$ cat src/rtl/instr_fetch_unit.sv
// rtl/instr_fetch_unit.sv - instruction fetch stage: PC, imem req/ack reads, IR valid/ready, branch redirect (optional FETCH_STATS_EN stall counter)
module instr_fetch_unit #(
  parameter int                 ADDR_W   = 16,
  parameter int                 INSTR_W  = 16,
  parameter logic [ADDR_W-1:0]  RESET_PC = '0,
  parameter int                 PC_INC   = 1
) (
  input  logic               clk,
  input  logic               rst,
  output logic               imem_req,
  output logic [ADDR_W-1:0]  imem_addr,
  input  logic               imem_ack,
  input  logic [INSTR_W-1:0] imem_rdata,
  output logic               ir_valid,
  input  logic               ir_ready,
  output logic [INSTR_W-1:0] ir,
  output logic [ADDR_W-1:0]  ir_pc,
  input  logic               br_taken,
  input  logic [ADDR_W-1:0]  br_target,
  input  logic               halt
`ifdef FETCH_STATS_EN
  ,
  output logic [15:0]        stall_cnt
`endif
);

  typedef enum logic [1:0] {S_IDLE, S_REQ, S_HOLD} state_t;

  state_t             state_q, state_d;
  logic [ADDR_W-1:0]  pc_q, pc_d;
  logic [ADDR_W-1:0]  addr_q, addr_d;
  logic               req_q, req_d;
  logic               ir_valid_q, ir_valid_d;
  logic [INSTR_W-1:0] ir_q, ir_d;
  logic [ADDR_W-1:0]  ir_pc_q, ir_pc_d;
  logic               squash_q, squash_d;

  // Next-state logic; a redirect always wins over the increment and the IR handshake.
  always_comb begin
    state_d    = state_q;
    pc_d       = pc_q;
    addr_d     = addr_q;
    ir_valid_d = ir_valid_q;
    ir_d       = ir_q;
    ir_pc_d    = ir_pc_q;
    squash_d   = squash_q;
    case (state_q)
      S_IDLE: begin
        if (br_taken) pc_d = br_target;
        if (!halt) state_d = S_REQ;
        addr_d = pc_d;
      end
      S_REQ: begin
        if (imem_ack) begin
          // Any ack closes the outstanding transaction, so a pending squash is consumed here.
          squash_d = 1'b0;
          if (br_taken) begin
            pc_d = br_target;
          end else if (!squash_q) begin
            ir_d       = imem_rdata;
            ir_pc_d    = pc_q;
            ir_valid_d = 1'b1;
            pc_d       = pc_q + ADDR_W'(PC_INC);
            state_d    = S_HOLD;
          end
          addr_d = pc_d;
        end else if (br_taken) begin
          // The address must stay put until the memory answers; the reply is dropped later.
          pc_d     = br_target;
          squash_d = 1'b1;
        end
      end
      S_HOLD: begin
        if (br_taken) begin
          pc_d       = br_target;
          ir_valid_d = 1'b0;
          state_d    = S_REQ;
          addr_d     = pc_d;
        end else if (ir_ready) begin
          ir_valid_d = 1'b0;
          state_d    = halt ? S_IDLE : S_REQ;
          addr_d     = pc_d;
        end
      end
      default: state_d = S_IDLE;
    endcase
    req_d = (state_d == S_REQ);
  end

  // State and output registers.
  always_ff @(posedge clk or posedge rst) begin
    if (rst) begin
      state_q    <= S_IDLE;
      pc_q       <= RESET_PC;
      addr_q     <= RESET_PC;
      req_q      <= 1'b0;
      ir_valid_q <= 1'b0;
      ir_q       <= '0;
      ir_pc_q    <= '0;
      squash_q   <= 1'b0;
    end else begin
      state_q    <= state_d;
      pc_q       <= pc_d;
      addr_q     <= addr_d;
      req_q      <= req_d;
      ir_valid_q <= ir_valid_d;
      ir_q       <= ir_d;
      ir_pc_q    <= ir_pc_d;
      squash_q   <= squash_d;
    end
  end

  assign imem_req  = req_q;
  assign imem_addr = addr_q;
  assign ir_valid  = ir_valid_q;
  assign ir        = ir_q;
  assign ir_pc     = ir_pc_q;

`ifdef FETCH_STATS_EN
  logic [15:0] stall_q;

  // Saturating count of cycles spent waiting on the memory.
  always_ff @(posedge clk or posedge rst) begin
    if (rst) begin
      stall_q <= '0;
    end else if (state_q == S_REQ && !imem_ack && stall_q != 16'hFFFF) begin
      stall_q <= stall_q + 16'd1;
    end
  end

  assign stall_cnt = stall_q;
`endif

endmodule
$ cat config.mk
export PLATFORM = sky130hd
export DESIGN_NAME = instr_fetch_unit
export DESIGN_NICKNAME = d
export VERILOG_FILES = /design/src/rtl/instr_fetch_unit.sv
export SDC_FILE = /design/constraint.sdc
export NUM_CORES = 1
export LEC_CHECK = 0
export ABC_CLOCK_PERIOD_IN_PS = 2950
export BUFFER_PORTS_ARGS = -buffer_cell sky130_fd_sc_hd__buf_2
export CAP_MARGIN = 20
export CORE_MARGIN = 3
export CORE_UTILIZATION = 35
export DETAILED_ROUTE_END_ITERATION = 12
export GPL_ROUTABILITY_DRIVEN = 0
export SYNTH_ARGS = -nofsm -noshare
export SYNTH_HDL_FRONTEND = slang
export SYNTH_SLANG_ARGS = --single-unit
$ cat constraint.sdc
create_clock -name clk -period 2.95 [get_ports clk]
set_input_delay 0.295 -clock clk [delete_from_list [all_inputs] [get_ports clk]]
set_output_delay 0.295 -clock clk [all_outputs]
set_load 0.02 [all_outputs]
=== After elaboration in Yosys (flattened, before gate mapping) ===
Index checks and enable logic that the tools add are counted.

* Register bits: 69
* Latch bits: 0
* Memory bits (writable): 0
* Memory bits (read-only): 0
* Bits of input ports: 38
* Output and inout bits: 50
* Memories: 0

* $add $sub $neg: 1
* Multipliers: 0
* Divide/modulo/power cells: 0
* Order comparisons: 0
* Equal/unequal tests: 7
* Shift operators: 0
* Mux-type cells: 25
* Bitwise operators: 2
* Reduce and logical (&&, ||, !) cells: 10

{| class="wikitable"
|+ Operators with widths
! cell !! number
|-
| 2-to-1 mux 16 bit || 7
|-
| one-hot mux 16 bit (3 select lines) || 1
|-
| one-hot mux 16 bit (2 select lines) || 1
|-
| adder 16 x 1 -> 16 bit, second input constant || 1
|-
| 2-to-1 mux 2 bit || 6
|-
| 2-to-1 mux 1 bit || 8
|-
| != test 2 bit, second input constant || 3
|-
| one-hot mux 2 bit (3 select lines) || 1
|-
| nonzero test 2 bit || 3
|-
| AND reduction 5 bit || 1
|-
| == test 2 x 1 -> 1 bit, second input constant || 2
|-
| AND reduction 4 bit || 1
|-
| != test 3 bit, second input constant || 1
|-
| AND reduction 3 bit || 1
|-
| nonzero test 3 bit || 1
|-
| == test 2 bit, second input constant || 1
|-
| logical NOT 2 bit || 1
|-
| inverter 1 bit || 2
|-
| one-hot mux 1 bit (2 select lines) || 1
|-
| AND reduction 2 bit || 1
|-
| OR reduction 2 bit || 1
|}

=== Logic depth before layout (Yosys ltp) ===
* Word-level depth: 5
* Gate-level depth with buffers: 7
* Gate-level depth less buffers: 6

=== Least setup slack after synthesis ===
Ideal clock, no wire load.

* Kind: reg-to-reg
* From: register state_q[0]
* To: register ir_q[0] (netlist: ir[0])
* Setup time: 0.125 ns
* Arrival time: 1.692 ns
* Required time: 2.825 ns
* Slack: 1.133 ns
* Cell stages (with the launch flop): 8
* Path through: dfrtp_1 -> buf_2 -> and2_1 -> buf_2 -> nand2_2 -> nor3_2 -> buf_2 -> mux2_2

* Longest elaborated chain between the ends: 2

{| class="wikitable"
|+ Ends and longest elaborated chain
! item !! RTL line !! text
|-
| from (decl) || 29 || <nowiki>state_t state_q, state_d;</nowiki>
|-
| from (signal assigned) || 102 || <nowiki>state_q <= state_d;</nowiki>
|-
| == test 2 x 1 -> 1 bit || 47 || <nowiki>case (state_q)</nowiki>
|-
| AND reduction 4 bit (no line) || n/a ||
|-
| to (signal assigned) || 107 || <nowiki>ir_q <= ir_d;</nowiki>
|-
| to (decl) || 34 || <nowiki>logic [INSTR_W-1:0] ir_q, ir_d;</nowiki>
|}

No other way between the ends.
A chain may end at the register's enable or synchronous reset.

=== Worst setup path after layout ===
* From: register squash_q
* To: register pc_q[15]

* Longest elaborated chain between the ends: 4

{| class="wikitable"
|+ Ends and longest elaborated chain
! item !! RTL line !! text
|-
| from (decl) || 36 || <nowiki>logic squash_q, squash_d;</nowiki>
|-
| from (signal assigned) || 109 || <nowiki>squash_q <= squash_d;</nowiki>
|-
| 2-to-1 mux 16 bit || 59 || <nowiki>end else if (!squash_q) begin</nowiki>
|-
| 2-to-1 mux 16 bit || 57 || <nowiki>if (br_taken) begin</nowiki>
|-
| 2-to-1 mux 16 bit || 54 || <nowiki>if (imem_ack) begin</nowiki>
|-
| one-hot mux 16 bit (2 select lines) || 47 ||
|-
| to (signal assigned) || 103 || <nowiki>pc_q <= pc_d;</nowiki>
|-
| to (decl) || 30 || <nowiki>logic [ADDR_W-1:0] pc_q, pc_d;</nowiki>
|}

No other way between the ends.

==> impl_metrics.py <==
metrics = {
    "clock_network": {
        "cts-resized-gates": 0,
        "cts_sinks": 69,
        "clkTransAtPathRegs_ns": 0.08,
        "cts_setup_buffers": 0,
        "ctsRootBufferMaster": "clkbuf_8",
        "cts_tree": "built",
        "cts_buffers": 9,
        "insertion_delay_ns": 0.35,
        "clockBufferDepth": 2,
        "htree_levels": 3,
        "cts_hold_buf": 0,
    },
    "worst_setup_path": {
        "cp_slowest_cell": "dfrtp_1",
        "critPathKind": "reg2reg",
        "r2r_slack_ns": 0.82,
        "cp-start-kind": "flip-flop",
        "path_buf_inv": 0,
        "critPathMaxFanout": 12,
        "critPathMaxStageDelay_ns": 0.54,
        "arrival_ns": 2.34,
        "crit_required_ns": 3.16,
        "worst_path_dominant_cell_family": "simple AND/OR/NAND/NOR gates",
        "crit_chain": "nand4b_4 -> or3_1 -> nor4_2 -> o21ai_0 -> o2bb2ai_1",
        "crit_path_end_kind": "flip-flop",
    },
    "power_and_ir_drop": {
        "switchingPower_uw": 1744,
        "powerDensity_nw_per_um2": 1001,
        "power_frac_comb_pct": 40.8,
        "peakVddDrop_uv": 404.2,
        "leakagePower_uw": 0.001888,
        "total_power_uw": 4261,
        "clkPwrFrac_pct": 20.1,
        "p_sw_share_pct": 40.94,
        "intPower_uw": 2516,
        "seq_power_share_pct": 39.1,
    },
    "grt": {
        "grt_pass1_vias": 2829,
        "grtUsageTotal_pct": 16.67,
        "globalRoute.busiestLayer": "met2",
        "grtUsageMet1_pct": 23.12,
        "grt_remaining_overflow": 0,
        "grt_use_met2_pct": 26.05,
        "grt_first_pass_wirelength_um": 14820,
        "grt_max_degree": 37,
        "antenna_found_initial": 0,
        "grt_use_met3_pct": 3.001,
    },
    "logic_synthesis": {
        "ys_warn_count": 0,
        "synthArstFlopShare_pct": 100.0,
        "synth_top_area_cell": "dfrtp_1",
        "yosys-top-cells-area": "dfrtp_1, mux2_2, nand2_1",
        "synth_edf_count": 0,
        "synthTopCellsByCount": "dfrtp_1, nand2_1, mux2_2, o21ai_0",
        "synthCells": 346,
        "synth_fp_nets": 385,
        "yosysMostFrequentCell": "dfrtp_1",
        "synth_cell_types": 53,
        "ys_seq_area_share_pct": 49.46,
        "synth-seq-cells": 69,
        "ys.flop_type": "dfrtp_1",
        "syn_area_um2": 3491,
        "syn_area_per_cell_um2": 10.09,
        "synth.top_cell.area_share_pct": 49.46,
    },
    "layout": {
        "syn_to_final_growth_pct": 21.94,
        "diodes": 0,
        "fillCellCount": 988,
        "nets": 463,
        "drive_above_1_share_pct": 35.90,
        "instances_no_fill": 558,
    },
    "timing": {
        "final-max-slew-violation-count": 0,
        "setup_violations": 0,
        "rsz0062_at_grt": "no",
        "worst_pin_slew_ns": 0.6742,
        "tns_ns": 0,
        "period_share_pct": 72.20,
        "worst_clock_skew_ns": 0.01261,
        "layout_min_cycle_time_ns": 2.130,
        "slew_headroom_pct": 54.96,
        "whs_ns": 0.03333,
        "max_freq_mhz": 469.5,
        "final-hold-violation-count": 0,
    },
    "route": {
        "drt_iter0_markers": 185,
        "wire_per_inst_um": 16.18,
        "antenna_left": 0,
        "vias": 2905,
        "routed_wl_um": 9031,
        "via_per_inst": 5.206,
        "firstDrtPassIters": 4,
        "drc": 0,
    },
    "placed_design": {
        "port-buffer-count": 87,
        "placed_cells": 542,
        "place_hpwl_um": 6435,
    },
    "floorplan": {
        "io_pins": 88,
        "dieArea_um2": 11210,
        "die_h_um": 105.9,
        "die_x_um": 105.9,
        "start_util_pct": 36.90,
        "fp-row-count": 35,
        "coreArea_um2": 9459,
    },
    "outcome": {
        "status": "complete, no violations",
    },
    "flow_run": {
        "maxCapViolations": 0,
    },
    "hold_path": {
        "hold_class": "in2async",
    },
}
==> cells in the final DEF, fill, tap and decap left out, types with 2 or more instances in the layout <==
| cell type | n |
|---|---|
| xor2_1 | 7 |
| and3_1 | 3 |
| buf_2 | 87 |
| xnor2_1 | 6 |
| nand2_1 | 43 |
| o31ai_1 | 3 |
| or2_2 | 2 |
| a31oi_1 | 2 |
| mux2_2 | 32 |
| nor2b_1 | 2 |
| a21oi_1 | 22 |
| nor3_1 | 6 |
| o221ai_1 | 8 |
| a31o_2 | 2 |
| buf_4 | 6 |
| a211oi_1 | 2 |
| dfrtp_1 | 69 |
| mux2i_1 | 6 |
| o22ai_1 | 6 |
| clkinv_4 | 2 |
| clkinv_2 | 2 |
| nor2_1 | 22 |
| nand3_1 | 9 |
| nand2b_1 | 3 |
| o32ai_1 | 2 |
| o21ai_0 | 23 |
| nand4_1 | 4 |
| o2bb2ai_1 | 2 |
| inv_1 | 7 |
| bufinv_16 | 2 |
| clkbuf_8 | 9 |
==> layout make-up <==
class	count	area, um2	area share [%]
Sequential cell	69	1727	40.56
Multi-Input combinational cell	242	1623	38.12
Timing Repair Buffer	94	500.5	11.76
Tap cell	129	161.4	3.792
Clock buffer	10	127.6	2.998
Clock inverter	6	87.58	2.058
Inverter	8	30.03	0.7055
==> routing by layer <==
layer,vias to the layer above,routed length (um),part of all wire (%)
met5,-,0,0
met4,0,93,1.0
met3,8,557,6.2
met2,90,4334,48
met1,1410,4045,45
li1,1397,-,-
==> worst paths after layout <==
kind | startpoint | end | depth (start not counted)
min in group clk | imem_rdata[5] | ir[5] | 2
max reg2reg | squash_q | pc_q[15] | 5
max | squash_q | pc_q[15] | 5
min reg2reg | imem_addr[2] | imem_addr[2] | 2
min | rst | imem_addr[14] | 2
max in group asynchronous | rst | ir_pc[4] | 3
==> power groups by stage <==
stage                     logic (uW)  registers (uW)  clock network [uW]
after CTS                       1770            1670                 872
after global routing            1900            1740                 913
after floorplan                  826            2000                   0
after detailed placement        1760            1690                   0
final                           1740            1670                 855
after global placement          1730            1680                   0
==> stage by stage <==
stage / worst slack [ns] / utilization [%] / instance area (um2)
global placement: 0.9036 / 42.72 / 4041
floorplan: 0.9151 / - / 3491
CTS: 0.8256 / 45.00 / 4257
global route: 0.6362 / 45.00 / 4257
finish: 0.8200 / 45.00 / 4257
detailed placement: 0.8271 / 42.72 / 4041
==> cells by family (layout without fill, tap and decap cells) <==
logic type / after synthesis / after routing / share of synthesized area (%)
DFF: 69 / 69 / 49.46
AOI/OAI and AO/OA: 82 / 82 / 14.84
and+or+nand+nor: 108 / 108 / 15.81
muxes: 38 / 38 / 12.04
adders and majority gates: 1 / 1 / 0.3584
buffers and inverters: 35 / 118 / 4.229
xor gates and xnor gates: 13 / 13 / 3.262
==> registers in the layout (all words and copies together) (netlist names) <==
register / cells
ir_valid: 1
pc_q: 16
imem_addr: 16
ir: 16
state_q: 2
squash_q: 1
imem_req: 1
ir_pc: 16
Power figures use the tool's default switching activity.
